## config.mk

```make
export PLATFORM = sky130hd
export DESIGN_NAME = matmul_stream_io
export DESIGN_NICKNAME = d
export VERILOG_FILES = /design/src/rtl/matmul_stream_io_pkg.sv /design/src/rtl/mm_result_drain.sv /design/src/rtl/matmul_stream_io.sv
export SDC_FILE = /design/constraint.sdc
export NUM_CORES = 1
export LEC_CHECK = 0
export ABC_AREA = 1
export CAP_MARGIN = 20
export CORE_MARGIN = 3
export CORE_UTILIZATION = 25
export DETAILED_ROUTE_END_ITERATION = 7
export PLACE_DENSITY = 0.46
export SLEW_MARGIN = 10
export SYNTH_ARGS = -nofsm -noshare
export SYNTH_HDL_FRONTEND = slang
export SYNTH_SLANG_ARGS = --single-unit
export TNS_END_PERCENT = 20
```

## constraint.sdc

```tcl
create_clock -name clk -period 2 [get_ports clk]
set_clock_uncertainty 0.1 [all_clocks]
set_input_delay 0.2 -clock clk [delete_from_list [all_inputs] [get_ports clk]]
set_output_delay 0.2 -clock clk [all_outputs]
set_load 0.02 [all_outputs]
```

## src/rtl/matmul_stream_io_pkg.sv

```systemverilog
// matmul_stream_io_pkg: shared constants, FSM state encoding and flat-bus indexing
package matmul_stream_io_pkg;
    localparam int N  = 4;
    localparam int EW = 3;
    localparam int RW = 8;
    localparam int NE = N * N;
    typedef enum logic [1:0] {
        LOAD_A  = 2'd0,
        LOAD_B  = 2'd1,
        COMPUTE = 2'd2,
        DRAIN   = 2'd3
    } state_t;
    function automatic int off(input int r, input int c, input int w);
        return (r * N + c) * w;
    endfunction
endpackage

```

## src/rtl/mm_result_drain.sv

```systemverilog
// mm_result_drain: result bank capture and row-major valid/ready drain with last marker
//   capture  : registers res_flat into the bank and starts the drain
//   out_*    : result stream, out_data muxed from bank registers only
//   done     : pulses on the accepted last beat
module mm_result_drain
    import matmul_stream_io_pkg::*;
(
    input  logic             clk,
    input  logic             rst_n,
    input  logic             clear,
    input  logic             capture,
    input  logic [NE*RW-1:0] res_flat,
    input  logic             out_ready,
    output logic             out_valid,
    output logic [RW-1:0]    out_data,
    output logic             out_last,
    output logic             done
);
    logic [NE*RW-1:0] bank;
    logic [3:0]       idx;
    logic             fire;
    assign fire     = out_valid & out_ready & ~clear;
    assign out_data = bank[off(int'(idx[3:2]), int'(idx[1:0]), RW) +: RW];
    assign out_last = out_valid & (idx == 4'(NE - 1));
    assign done     = fire & out_last;
    always_ff @(posedge clk or negedge rst_n)
        if (!rst_n) begin
            bank      <= '0;
            idx       <= '0;
            out_valid <= 1'b0;
        end else if (clear) begin
            idx       <= '0;
            out_valid <= 1'b0;
        end else begin
            if (capture) begin
                bank      <= res_flat;
                out_valid <= 1'b1;
            end
            if (fire) begin
                idx <= idx + 4'd1;
                if (out_last) out_valid <= 1'b0;
            end
        end
endmodule

```

## src/rtl/matmul_stream_io.sv

```systemverilog
// matmul_stream_io: serial operand loader and result drainer around a combinational 4x4 multiplier
//   in_*     : operand stream, A row-major then B row-major
//   mat_a/b  : flat operand buses held for the multiplier
//   res_flat : multiplier results, captured SETTLE cycles after the last B beat
//   out_*    : result stream; busy covers COMPUTE and DRAIN
module matmul_stream_io
    import matmul_stream_io_pkg::*;
#(
    parameter int SETTLE = 2
) (
    input  logic             clk,
    input  logic             rst_n,
    input  logic             clear,
    input  logic             in_valid,
    output logic             in_ready,
    input  logic [EW-1:0]    in_data,
    output logic [NE*EW-1:0] mat_a,
    output logic [NE*EW-1:0] mat_b,
    input  logic [NE*RW-1:0] res_flat,
    output logic             out_valid,
    input  logic             out_ready,
    output logic [RW-1:0]    out_data,
    output logic             out_last,
    output logic             busy
);
    if (SETTLE < 1 || SETTLE > 15) begin : g_bad_settle
        $error("matmul_stream_io: SETTLE must be in 1..15");
    end
    state_t     state;
    logic [3:0] idx;
    logic [3:0] cnt;
    logic       take;
    logic       cap;
    logic       done;
    assign in_ready = ~state[1];
    assign busy     = state[1];
    assign take     = in_valid & in_ready & ~clear;
    assign cap      = (state == COMPUTE) & (cnt == 4'(SETTLE - 1)) & ~clear;
    always_ff @(posedge clk or negedge rst_n)
        if (!rst_n) begin
            state <= LOAD_A;
            idx   <= '0;
            cnt   <= '0;
            mat_a <= '0;
            mat_b <= '0;
        end else if (clear) begin
            state <= LOAD_A;
            idx   <= '0;
        end else if (state == COMPUTE) begin
            cnt <= cnt + 4'd1;
            if (cap) state <= DRAIN;
        end else if (state == DRAIN) begin
            if (done) state <= LOAD_A;
        end else if (take) begin
            if (state == LOAD_A) mat_a[off(int'(idx[3:2]), int'(idx[1:0]), EW) +: EW] <= in_data;
            else mat_b[off(int'(idx[3:2]), int'(idx[1:0]), EW) +: EW] <= in_data;
            idx <= idx + 4'd1;
            if (idx == 4'(NE - 1)) begin
                state <= (state == LOAD_A) ? LOAD_B : COMPUTE;
                cnt   <= '0;
            end
        end
    mm_result_drain u_drain (
        .clk       (clk),
        .rst_n     (rst_n),
        .clear     (clear),
        .capture   (cap),
        .res_flat  (res_flat),
        .out_ready (out_ready),
        .out_valid (out_valid),
        .out_data  (out_data),
        .out_last  (out_last),
        .done      (done)
    );
endmodule
```

==> metrics.txt <==
actual slew at the worst max-slew pin=0.455 ns; final period utilization=1.17; Cells after DPL=2274; die area=47200 um^2; hold slack=roughly 0.021 ns; Cell Area, Synth=between 10000 and 15000 um^2; vias in the first global route=10486; CP Cell Sequence=buf_12 -> buf_8 -> nor2_1 -> nor2_1 -> o21ai_0 -> nand2_1 -> nand2_2 -> nand2_2 -> inv_2 -> nand2_2 -> buf_6; H-tree depth=1; Internal=11.3 mW; die height=around 220 um; RD Place Congestion=~0.8; via count=approximately 10000; Post-Synthesis Cells=1436; # diodes=0; pwr dens=between 1000 and 1500 nW/um^2; Area growth syn-to-layout=48.6%; Worst R2R Path Depth=8; Setup crit end kind=output pin; register area share after synthesis=0.536; Sink Count=239; FF-to-FF Start=state[1]; Crit path largest cell delay=0.47 ns; Reg clk slew, reported paths=0.06 ns; setup TNS=-2.71 ns; synth unique cells=33; Top Ports=between 200 and 250; status=finished, violations left; Core ar.=43600 um^2; Routed Antenna Nets=0; final hold violation count=0; CP max stage cell=dfrtp_2; crit path time final=roughly 2.3 ns; drt pass-1 iters=6; Peak VDD IR=between 0.5 and 0.6 mV; Non-Filler Instances=about 2300; gr ovfl total=0; ys async rst share=1.00; Worst Path Arrival=a little over 2 ns; setup violators final=9; Max Cap Viol=0; Seq pwr share=0.369; first-pass GRT wire length=approximately 61 mm; CP bufs+invs=4; layout cell share with drive strength beyond 1=0.159; RSZ-0062 raised after global routing=true; Port Buf Inserts=243; CTS root buf=clkbuf_16; EDFF count, synth=0; Comb power frac=0.306; DR iter-0 viols=between 600 and 700; pin count of the biggest net entering global routing=67; number of buffers created by CTS=30; failing checks=negative setup slack; GRT Overall Usage=0.163; crit path max fanout=6; syn nets=approximately 1600; residual DRC count=0; Clk pwr share=0.325; Initial Util=0.256; Slew headroom=0.697; Max Freq=0.429 GHz; predominant post-synthesis flop cell=dfrtp_1; Final nets=1880; worst skew pair latency=~0.58 ns; crit-path most repeated cell=nand2_2; reg-to-reg setup timing slack=0.04 ns; Max Root-Sink Buffers=3; post-DP HPWL=roughly 28 mm; Worst Hold Class=in -> async; Seq cells post-synth=about 240; P_sw=between 6 and 7 mW; syn_area_per_cell=roughly 7.8 um^2; Lkg Pwr=roughly 8.1 nW; startpoint types=flip-flop; yosys warns=0; Avg WL per Cell=~17 um; r2r endpoint=mat_b[24]; antenna violations before repair=2; row cnt=76; Sw Ratio=0.349; dominant delay contributor by cell family on the critical path=buffers and inverters; drt total wl=about 40 mm; CP Class=reg -> out; max-slew violations=0; CP required=around 1.7 ns; Overall Power=around 17 mW; final worst setup slack=-0.333 ns; Die Wd=between 200 and 250 um; vias per std cell=4.47; TritonCTS clock tree=built
==> through the flow <==
stage | setup slack [ns] | util | instance area, um^2
floorplan | 0.0586 | - | 11200
global placement | -0.306 | 0.341 | 14900
detailed placement | -0.252 | 0.341 | 14900
CTS | -0.374 | 0.373 | 16200
global route | -0.461 | 0.381 | 16600
finish | -0.333 | 0.381 | 16600
==> synth_stat cells, types with 3 or more instances <==
library cell / count / area (um^2)
buf_2: 44 / 220
o21ai_0: 84 / 420
dfrtp_1: 239 / 5980
nand2_1: 647 / 2430
clkbuf_1: 22 / 82.6
nand3_1: 70 / 350
nor3_1: 8 / 40.0
nor2_1: 154 / 578
o21ai_1: 9 / 45.0
clkinv_1: 4 / 15.0
inv_1: 38 / 143
ha_1: 10 / 125
nand3_2: 7 / 70.1
inv_2: 8 / 30.0
nand4_1: 55 / 344
a21oi_1: 5 / 25.0
buf_6: 3 / 33.8
buf_4: 5 / 37.5
nor2_2: 4 / 25.0
nor2_4: 3 / 33.8
==> final cells by class <==
type                    instances  area, um^2
fillers                      4571       27000
flip-flops and latches        239        5980
multi-input cells            1071        5040
repair buffers                342        3590
clock buffers                  43         910
well taps                     585         732
inverters                      50         204
clock inverters                11         135
==> kinds of logic after synthesis <==
logic type,Yosys count,synth area share
xor+xnor,3,0.00235
flops,239,0.536
buf+inv,126,0.0510
simple gates,956,0.353
compound gates,102,0.0464
fa+ha+maj,10,0.0112
==> what timing repair did <==
item | 4_1_cts | 5_1_grt
pin swaps | 47 | 31
gates cloned | 2 | 4
endpoints found under the hold margin | 239 | 0
setup buffers | 3 | 4
hold buffers | 1 | 0
setup endpoints to repair | 61 | 98
gates resized for setup | 164 | 70
==> routing by layer <==
layer	global-route usage	part of all wire	up-vias
met2	0.264	0.46	267
li1	-	-	5158
met4	0.0381	0.025	4
met5	0	0.00067	-
met3	0.0433	0.066	63
met1	0.219	0.45	4978
==> cell usage in the layout, fill, tap and decap left out, drive strengths merged <==
cell type,n
clkdlybuf4s50,230
o211ai,1
o22ai,1
a21oi,5
dlygate4sd3,1
bufinv,2
dfrtp,239
xor2,2
o21ai,93
nor2,161
clkbuf,47
ha,10
a31oi,1
nand4,55
a211oi,1
nor3b,1
clkinvlp,3
nand2,651
nand3,77
dlygate4sd2,3
xnor2,1
buf,104
inv,47
nor3,10
clkinv,9
or2,1
==> sequential cells by signal, indices dropped and copies added (netlist names) <==
name and count:
u_drain.bank 128, cnt 4, mat_a 48, u_drain.out_valid 1
state 2, mat_b 48, idx 4, u_drain.idx 4
==> worst max-delay path by stage <==
stage,from,to,slack (ns),depth (start not counted)
finish,u_drain.idx[0],out_data[2],-0.33,11
floorplan,state[1],mat_b[42],0.06,8
global route,u_drain.idx[0],out_data[5],-0.46,11
detailed placement,u_drain.idx[1],out_data[3],-0.25,11
CTS,u_drain.idx[0],out_data[3],-0.37,10
global placement,u_drain.idx[1],out_last,-0.31,5
==> worst register-to-register path, delay by kind of cell (launching register included) <==
kind,cells,cell delay (ns)
fa+ha+maj,1,0.26
buf+inv,4,0.65
flops,1,0.47
simple gates,3,0.40
==> power by group through the flow <==
stage	clock network (mW)	logic [mW]	registers (mW)
2_1_floorplan	0	2.32	6.63
3_3_place_gp	0	4.90	6.45
3_5_place_dp	0	4.92	6.42
4_1_cts	5.82	5.07	6.41
5_1_grt	6.01	5.89	6.53
6_report	5.65	5.33	6.42
Power figures use the tool's default switching activity.
